$ cat config.mk
export PLATFORM = sky130hd
export DESIGN_NAME = burst_line_adaptor
export DESIGN_NICKNAME = d
export VERILOG_FILES = /design/src/rtl/bla_pkg.sv /design/src/rtl/bla_beat_ctr.sv /design/src/rtl/burst_line_adaptor.sv
export SDC_FILE = /design/constraint.sdc
export NUM_CORES = 1
export LEC_CHECK = 0
export ABC_AREA = 1
export CELL_PAD_IN_SITES_DETAIL_PLACEMENT = 0
export CELL_PAD_IN_SITES_GLOBAL_PLACEMENT = 1
export CORE_ASPECT_RATIO = 0.8
export CORE_UTILIZATION = 35
export CTS_CLUSTER_DIAMETER = 80
export CTS_CLUSTER_SIZE = 20
export DETAILED_ROUTE_END_ITERATION = 8
export GPL_TIMING_DRIVEN = 0
export HOLD_SLACK_MARGIN = 0.02
export PLACE_DENSITY = 0.91
export RECOVER_POWER = 50
export SETUP_SLACK_MARGIN = 0.1
export SLEW_MARGIN = 30
export SYNTH_ARGS = -nofsm -noshare
export SYNTH_HDL_FRONTEND = slang
export SYNTH_HIERARCHICAL = 1
export SYNTH_SLANG_ARGS = --single-unit
export TNS_END_PERCENT = 10
$ cat constraint.sdc
create_clock -name clk -period 2.34 [get_ports clk]
set_clock_uncertainty 0.05 [all_clocks]
set_input_delay 0.351 -clock clk [delete_from_list [all_inputs] [get_ports clk]]
set_output_delay 0.351 -clock clk [all_outputs]
set_load 0.01 [all_outputs]
$ cat src/rtl/bla_pkg.sv
`default_nettype none
// ============================================================================
// Module   : bla_pkg
// Brief    : Shared state encoding and default geometry for burst_line_adaptor.
// Revision : 1.0
// ============================================================================
package bla_pkg;

    localparam int DEF_LINE_W  = 256;
    localparam int DEF_BURST_W = 64;

    typedef enum logic [1:0] {
        ST_IDLE = 2'd0,
        ST_RD   = 2'd1,
        ST_WR   = 2'd2,
        ST_DONE = 2'd3
    } bla_state_e;

endpackage
`default_nettype wire

$ cat src/rtl/bla_beat_ctr.sv
`default_nettype none
// ============================================================================
// Module   : bla_beat_ctr
// Brief    : Beat slot index (loadable start, wraps modulo BEATS) plus a
//            separate completed-beat count driving the terminal flag.
// Revision : 1.0
// ============================================================================
module bla_beat_ctr #(
    parameter int BEATS = 4,
    parameter int IDX_W = $clog2(BEATS)
) (
    input  logic             clk,
    input  logic             rst,
    input  logic             start,
    input  logic [IDX_W-1:0] start_idx,
    input  logic             advance,
    output logic [IDX_W-1:0] idx,
    output logic             last
);

    logic [IDX_W-1:0] r_idx;
    logic [IDX_W-1:0] r_cnt;

    // Slot index and beat count are kept apart so a wrapped start still
    // terminates after exactly BEATS acknowledged beats.
    always_ff @(posedge clk) begin
        if (rst) begin
            r_idx <= '0;
            r_cnt <= '0;
        end else if (start) begin
            r_idx <= start_idx;
            r_cnt <= '0;
        end else if (advance) begin
            r_idx <= r_idx + IDX_W'(1);
            r_cnt <= r_cnt + IDX_W'(1);
        end
    end

    assign idx  = r_idx;
    assign last = (r_cnt == IDX_W'(BEATS - 1));

endmodule
`default_nettype wire

$ cat src/rtl/burst_line_adaptor.sv
`default_nettype none
// ============================================================================
// Module   : burst_line_adaptor
// Brief    : Converts LLC line reads/writes into BEATS memory bursts.
//            Define BLA_WRAP_EN for critical-word-first beat ordering.
// Revision : 1.0
// ============================================================================
module burst_line_adaptor
    import bla_pkg::*;
#(
    parameter int LINE_W  = DEF_LINE_W,
    parameter int BURST_W = DEF_BURST_W
) (
    input  logic               clk,
    input  logic               rst,
    input  logic [LINE_W-1:0]  line_i,
    output logic [LINE_W-1:0]  line_o,
    input  logic [31:0]        address_i,
    input  logic               read_i,
    input  logic               write_i,
    output logic               resp_o,
    input  logic [BURST_W-1:0] burst_i,
    output logic [BURST_W-1:0] burst_o,
    output logic [31:0]        address_o,
    output logic               read_o,
    output logic               write_o,
    input  logic               resp_i
);

    localparam int BEATS  = LINE_W / BURST_W;
    localparam int IDX_W  = $clog2(BEATS);
    localparam int OFF_LO = $clog2(BURST_W / 8);

    bla_state_e                    r_state;
    bla_state_e                    w_state_nxt;
    logic [31:0]                   r_addr;
    logic [BEATS-1:0][BURST_W-1:0] r_buf;
    logic [BEATS-1:0][BURST_W-1:0] r_line;
    logic [BEATS-1:0][BURST_W-1:0] w_merged;
    logic [IDX_W-1:0]              w_idx;
    logic [IDX_W-1:0]              w_start_idx;
    logic                          w_last;
    logic                          w_start;
    logic                          w_busy;
    logic                          w_adv;

`ifdef BLA_WRAP_EN
    assign w_start_idx = address_i[OFF_LO +: IDX_W];
`else
    assign w_start_idx = '0;
`endif

    assign w_start = (r_state == ST_IDLE) && (read_i || write_i);
    assign w_busy  = (r_state == ST_RD) || (r_state == ST_WR);
    assign w_adv   = w_busy && resp_i;

    bla_beat_ctr #(
        .BEATS (BEATS),
        .IDX_W (IDX_W)
    ) u_beat_ctr (
        .clk       (clk),
        .rst       (rst),
        .start     (w_start),
        .start_idx (w_start_idx),
        .advance   (w_adv),
        .idx       (w_idx),
        .last      (w_last)
    );

    always_ff @(posedge clk) begin
        if (rst) begin
            r_state <= ST_IDLE;
        end else begin
            r_state <= w_state_nxt;
        end
    end

    always_comb begin
        w_state_nxt = r_state;
        read_o      = 1'b0;
        write_o     = 1'b0;
        resp_o      = 1'b0;
        case (r_state)
            ST_IDLE: begin
                if (read_i) begin
                    w_state_nxt = ST_RD;
                end else if (write_i) begin
                    w_state_nxt = ST_WR;
                end
            end
            ST_RD: begin
                read_o = 1'b1;
                if (resp_i && w_last) begin
                    w_state_nxt = ST_DONE;
                end
            end
            ST_WR: begin
                write_o = 1'b1;
                if (resp_i && w_last) begin
                    w_state_nxt = ST_DONE;
                end
            end
            ST_DONE: begin
                resp_o      = 1'b1;
                w_state_nxt = ST_IDLE;
            end
            default: begin
                w_state_nxt = ST_IDLE;
            end
        endcase
    end

    always_comb begin
        w_merged        = r_buf;
        w_merged[w_idx] = burst_i;
    end

    // r_buf assembles reads / holds the write line; r_line is only updated on
    // the final read beat so line_o stays stable across later transactions.
    always_ff @(posedge clk) begin
        if (rst) begin
            r_addr <= '0;
            r_buf  <= '0;
            r_line <= '0;
        end else if (w_start) begin
            r_addr <= address_i;
            if (!read_i) begin
                r_buf <= line_i;
            end
        end else if ((r_state == ST_RD) && resp_i) begin
            r_buf <= w_merged;
            if (w_last) begin
                r_line <= w_merged;
            end
        end
    end

    assign address_o = w_busy ? r_addr : '0;
    assign burst_o   = (r_state == ST_WR) ? r_buf[w_idx] : '0;
    assign line_o    = r_line;

endmodule
`default_nettype wire

==> run metrics, run 1 <==
run status=finished, violations left; violated checks=negative setup slack; Post-Syn Area per Cell=5.60 um^2; CP Capture Type=output pin; initial core utilization=0.355; min setup slack post-route=-0.271 ns; post-layout minimum cycle time=2.61 ns; Final Total Pwr=46.7 mW; Max-Slew Margin vs Limit=0.418; Yosys reg bits=550; All-Layer GR Usage=0.347; number of unique standard cell types used by synthesis=22; power per cell area=1030 nW/um^2; drt first-iter violations=4385; Slowest cell on crit path=sky130_fd_sc_hd__dfxtp_4; Post-DP HPWL=134 mm; Max Clock Freq=383 MHz; area leader, netlist=sky130_fd_sc_hd__dfxtp_1; leakage power=23.3 nW; number of design rule violations left after detail routing=0; synthesized area=33200 um^2; global-route wire length before repair=247 mm; Avg WL per Cell=21.7 um; placement-stage worst setup slack=-1.43 ns; register clock-pin slew on the reported worst setup and hold paths=0.10 ns; RSZ-0062 raised after global routing=yes; number of hold-repair buffers added at the cts stage=0; Warnings, synthesis=6; Max VDD drop=0.748 mV; clock net sink count=550; Finished Core Util=0.487; source of the critical timing path=r_state[0]; maximum fanout count along the critical path=10; proportion of netlist area held by the largest area contributor=0.331; part of the Yosys area used for sequential elements=0.331; critical hold path startpoint=address_i[15]; Largest stage delay, worst path=0.36 ns; Worst path top cell family by delay=buffers and inverters; die span in x=346 um; Data arrival, critical path=2.21 ns; root buffer cell=sky130_fd_sc_hd__clkbuf_16; Initial DRT Pass Iterations=6; Final setup violation count=342; leading cell types in the layout, fill and taps excluded=1897 x sky130_fd_sc_hd__nand2_1, 932 x sky130_fd_sc_hd__inv_1, 925 x sky130_fd_sc_hd__nor2_1; area of the core=93500 um^2; antenna violations before repair=26; full die area=96200 um^2; Slew Viols, Final=0; count of standard-cell rows=100; CTS HTree Levels=2; worst-margin pin slew=0.872 ns; final hold viol count=0; pin count of the biggest net entering global routing=21; via count of the first global-routing pass=36700; Layout Nets=7094; aggregate routed wire length=174 mm; global-route congestion overflow total=0; largest cells by area after synthesis=sky130_fd_sc_hd__dfxtp_1 33%, sky130_fd_sc_hd__nand2_1 22%, sky130_fd_sc_hd__nand3_1 14%; Clock Path Buffers=3; count of pins on the block boundary=712; vias=40400; worst min-delay path class=input pin to register; worst reg2reg startpoint=r_state[0]; Data required, critical path=1.94 ns; vertical extent of the die=278 um; count of nets left with antenna violations after detail routing=0; Hold WS=0.272 ns; max-cap violation count=0; crit start category=register; synthesis-to-layout area growth=37.0%; # port buffers=711; TritonCTS Buffers=41; DR vias/cell=5.05; CP Cell Sequence=inv_2 -> ha_1 -> bufinv_16 -> clkbuf_8 -> nor2_1 -> buf_2; synthesized instance count=5932; TritonCTS clock tree=built; share of the cycle needed by the critical path after routing=1.12; weighted congestion reported at the end of routability-driven placement=1.01; share of layout cells above drive strength 1=0.101; buffering stage count on the worst path with inverters included=4; critical path type=register to output pin; most common library cell in the layout ignoring fill and taps=sky130_fd_sc_hd__nand2_1; clock insertion delay at the later pin of the skew report=0.65 ns
[layer usage]
metal,GRT usage,vias to the layer above,part of all wire
li1,-,19400,-
met1,0.481,18500,0.43
met2,0.524,2098,0.42
met3,0.0771,315,0.11
met4,0.129,16,0.038
met5,0,-,0.00068
[state kept, by name, summed over array words and instances, names as in the netlist]
signal	cells
line_o	256
r_buf	256
r_addr	32
r_state	2
u_beat_ctr/idx	2
u_beat_ctr/r_cnt	2
[metrics by stage]
step,std cells,instance area [um^2],TNS (ns)
2_1_floorplan,5933,33200,0
3_3_place_gp,7868,41900,-476.34
3_5_place_dp,7871,42000,-309.85
4_1_cts,7972,44800,-14.62
5_1_grt,7992,45500,-48.87
6_report,8000,45500,-31.76
[report_power, final]
| part | switching (mW) | leakage, nW | total, mW | internal [mW] |
|---|---|---|---|---|
| Combinational | 18.2 | 18.1 | 27.0 | 8.88 |
| Sequential | 0.592 | 4.48 | 11.6 | 11.0 |
| Clock | 4.36 | 0.676 | 8.09 | 3.73 |
| Total | 23.1 | 23.3 | 46.7 | 23.6 |
[synthesized netlist by cell type, drive strengths merged]
library cell / n
a21oi: 1
buf: 250
clkbuf: 164
conb: 1
dfxtp: 550
ha: 7
inv: 945
nand2: 1909
nand3: 898
nand4: 1
nor2: 976
nor3: 1
o21ai: 100
o22ai: 128
xnor2: 1
[path summary, 6_finish.rpt]
path / end / slack (ns) / cells past startpoint
setup / recovery: burst_o[40] / -0.27 / 6
hold / removal: r_addr[15] / 0.27 / 3
setup reg to reg: r_buf[145] / -0.21 / 9
hold reg to reg: r_addr[24] / 0.44 / 2
[worst register-to-register path, cell delays in order, from the launching register on]
cell,delay [ns]
sky130_fd_sc_hd__dfxtp_4,0.37
sky130_fd_sc_hd__inv_2,0.07
sky130_fd_sc_hd__ha_4,0.18
sky130_fd_sc_hd__nand2_2,0.47
sky130_fd_sc_hd__buf_6,0.38
sky130_fd_sc_hd__clkbuf_1,0.53
sky130_fd_sc_hd__nand3_1,0.16
sky130_fd_sc_hd__nand2_1,0.12
sky130_fd_sc_hd__nor2_1,0.05
sky130_fd_sc_hd__nor2_1,0.09
[timing repair]
action	in CTS	in global routing
hold endpoints to repair	0	0
setup buffers	26	5
gates resized for setup	655	267
cloned	7	4
pin swaps	44	40
setup endpoints to repair	647	574
[area by class of cell]
type / instances / area (um^2)
Buffer: 412 / 2600
Antenna cell: 19 / 47.5
Sequential cell: 550 / 11000
Timing Repair Buffer: 756 / 7380
Tap cell: 1224 / 1530
Fill cell: 9927 / 48000
Multi-Input combinational cell: 4024 / 17900
Clock buffer: 48 / 1130
Inverter: 945 / 3590
Clock inverter: 22 / 256
[cells by family (layout without fill, tap and decap cells)]
family / count (synthesis) / after routing / synth area share
xor+xnor: 1 / 1 / 0.000264
fa+ha+maj: 7 / 7 / 0.00264
other cells: 1 / 21 / 0.000113
buf+inv: 1359 / 2183 / 0.164
compound gates: 229 / 229 / 0.0393
flops: 550 / 550 / 0.331
simple gates: 3785 / 3785 / 0.462
(Power assumes the default switching activity.)
==> run 2, diff against run 1 <==
Settings changed: CAP_MARGIN set to 20, CTS_CLUSTER_DIAMETER 80 to unset.
==> run metrics, run 2 (synthesized netlist as in run 1, its figures left out) <==
run status=finished, violations left; violated checks=negative setup slack; global-route congestion overflow total=0; Post-DP HPWL=134 mm; crit start category=register; post-layout minimum cycle time=2.62 ns; total of fill cells in the finished design=9890; CP Capture Type=output pin; worst-margin pin slew=0.891 ns; Layout Nets=7111; synthesis-to-layout area growth=38.6%; power per cell area=1070 nW/um^2; Data required, critical path=1.94 ns; Clock Path Buffers=3; GR Util met3=0.0878; worst min-delay path class=input pin to register; antenna violations before repair=26; die span in x=346 um; end of the worst register-to-register path=u_beat_ctr/idx[1]; most common library cell in the layout ignoring fill and taps=sky130_fd_sc_hd__nand2_1; total placed instance area=42000 um^2; max-cap violation count=0; endpoint of the worst hold path=r_addr[15]; critical path type=register to output pin; min setup slack post-route=-0.278 ns; critical hold path startpoint=address_i[15]; Data arrival, critical path=2.22 ns; Hold WS=0.283 ns; count of pins on the block boundary=712; Initial DRT Pass Iterations=7; drt first-iter violations=4410; routing layer with the top usage in global route=met2; number of design rule violations left after detail routing=0; share of the cycle needed by the critical path after routing=1.12; placement-stage worst setup slack=-1.43 ns; Design Area, Final=46100 um^2; RSZ-0062 raised after global routing=yes; clock net sink count=550; worst reg2reg startpoint=r_state[0]; leading cell types in the layout, fill and taps excluded=1897 x sky130_fd_sc_hd__nand2_1, 934 x sky130_fd_sc_hd__nor2_1, 931 x sky130_fd_sc_hd__inv_1; instance count along the most critical hold path=3; aggregate routed wire length=174 mm; depth of the worst register-to-register path=12; pin count of the biggest net entering global routing=14; All-Layer GR Usage=0.350; register clock-pin slew on the reported worst setup and hold paths=0.06 ns; Max VDD drop=0.498 mV; GRT met2 Usage=0.525; number of hold-repair buffers added at the cts stage=0; Max Clock Freq=382 MHz; # port buffers=711; post-placement cell count=7871; setup slack of the worst register-to-register path=-0.25 ns; non-filler instance count after layout=8033; CTS HTree Levels=3; Final setup violation count=349; share of layout cells above drive strength 1=0.102; count of nets left with antenna violations after detail routing=0; clock insertion delay at the later pin of the skew report=0.64 ns; TritonCTS clock tree=built; Slew Viols, Final=0; count of standard-cell rows=100; Max-Slew Margin vs Limit=0.406; area of the core=93500 um^2; final hold viol count=0; Final Total Pwr=49.3 mW; root buffer cell=sky130_fd_sc_hd__clkbuf_16; vertical extent of the die=278 um; maximum fanout count along the critical path=10; Avg WL per Cell=21.7 um; via count of the first global-routing pass=37100; full die area=96200 um^2; initial core utilization=0.355; GR Layer Usage met1=0.479; source of the critical timing path=u_beat_ctr/idx[0]; TritonCTS Buffers=68; weighted congestion reported at the end of routability-driven placement=1.01; DR vias/cell=5.07; leakage power=23.6 nW; global-route wire length before repair=248 mm; vias=40800
## run 2: cell count changes in the layout (fill, tap and decap cells not counted), moves of 5 or more
| cell | before | now |
|---|---|---|
| sky130_fd_sc_hd__diode_2 | 19 | 13 |
| sky130_fd_sc_hd__o22ai_1 | 25 | 34 |
| sky130_fd_sc_hd__clkbuf_16 | 54 | 77 |
| sky130_fd_sc_hd__clkbuf_4 | 20 | 14 |
| sky130_fd_sc_hd__clkbuf_8 | 12 | 22 |
| sky130_fd_sc_hd__nor2_2 | 42 | 33 |
| sky130_fd_sc_hd__o22ai_2 | 62 | 56 |
| sky130_fd_sc_hd__clkinv_2 | 2 | 14 |
| sky130_fd_sc_hd__nor2_1 | 925 | 934 |
| sky130_fd_sc_hd__clkbuf_2 | 42 | 47 |
| sky130_fd_sc_hd__clkinv_8 | 6 | 0 |
| sky130_fd_sc_hd__clkbuf_1 | 105 | 118 |
## run 2: cell type report
type | instances | area [um^2] | area share
flip-flops and latches | 550 | 11000 | 0.239
plain buffers | 413 | 2610 | 0.0566
inverters | 945 | 3580 | 0.0778
multi-input cells | 4024 | 17900 | 0.388
repair buffers | 745 | 7210 | 0.157
clock inverters | 22 | 224 | 0.00486
diodes | 13 | 32.5 | 0.000706
clock buffers | 97 | 1980 | 0.0430
well taps | 1224 | 1530 | 0.0333
## run 2: layer usage
metal,routed length (um),share of wire
met4,6840,0.039
met1,73700,0.42
met2,73400,0.42
met3,20300,0.12
met5,171,0.00098
## run 2: stage by stage
stage	setup TNS [ns]	utilization
2_1_floorplan	0	-
3_3_place_gp	-476.34	0.448
3_5_place_dp	-309.85	0.449
4_1_cts	-16.44	0.489
5_1_grt	-55.06	0.493
6_report	-45.92	0.493
## run 2: how the worst max path moves through the flow
stage / to / depth (start not counted)
6_report: burst_o[45] / 9
4_1_cts: burst_o[20] / 9
3_5_place_dp: burst_o[41] / 8
2_1_floorplan: u_beat_ctr/idx[1] / 12
3_3_place_gp: burst_o[41] / 8
5_1_grt: burst_o[34] / 8
## run 2: report_power, final
| group | internal, mW | leakage (nW) | total (mW) | switching, mW |
|---|---|---|---|---|
| sequential | 11.0 | 4.48 | 11.6 | 0.597 |
| clock | 6.33 | 1.10 | 10.9 | 4.61 |
| combinational | 8.67 | 18.0 | 26.7 | 18.0 |
## run 2: timing repair
item                                    in CTS  in global routing
pin swaps                                   42                 40
endpoints found under the setup margin     647                569
gates resized for setup                    656                253
cloned                                       6                  1
endpoints found under the hold margin        0                  0
buffers inserted                            20                  4
## run 2: critical path, cell delays in order (launching register included)
cell and delay [ns]:
sky130_fd_sc_hd__dfxtp_4 0.37, sky130_fd_sc_hd__buf_12 0.15, sky130_fd_sc_hd__inv_8 0.06, sky130_fd_sc_hd__nand2_8 0.07
sky130_fd_sc_hd__buf_6 0.15, sky130_fd_sc_hd__buf_8 0.16, sky130_fd_sc_hd__o22ai_1 0.14, sky130_fd_sc_hd__nor2_1 0.08
sky130_fd_sc_hd__nor2_2 0.20, sky130_fd_sc_hd__buf_2 0.18
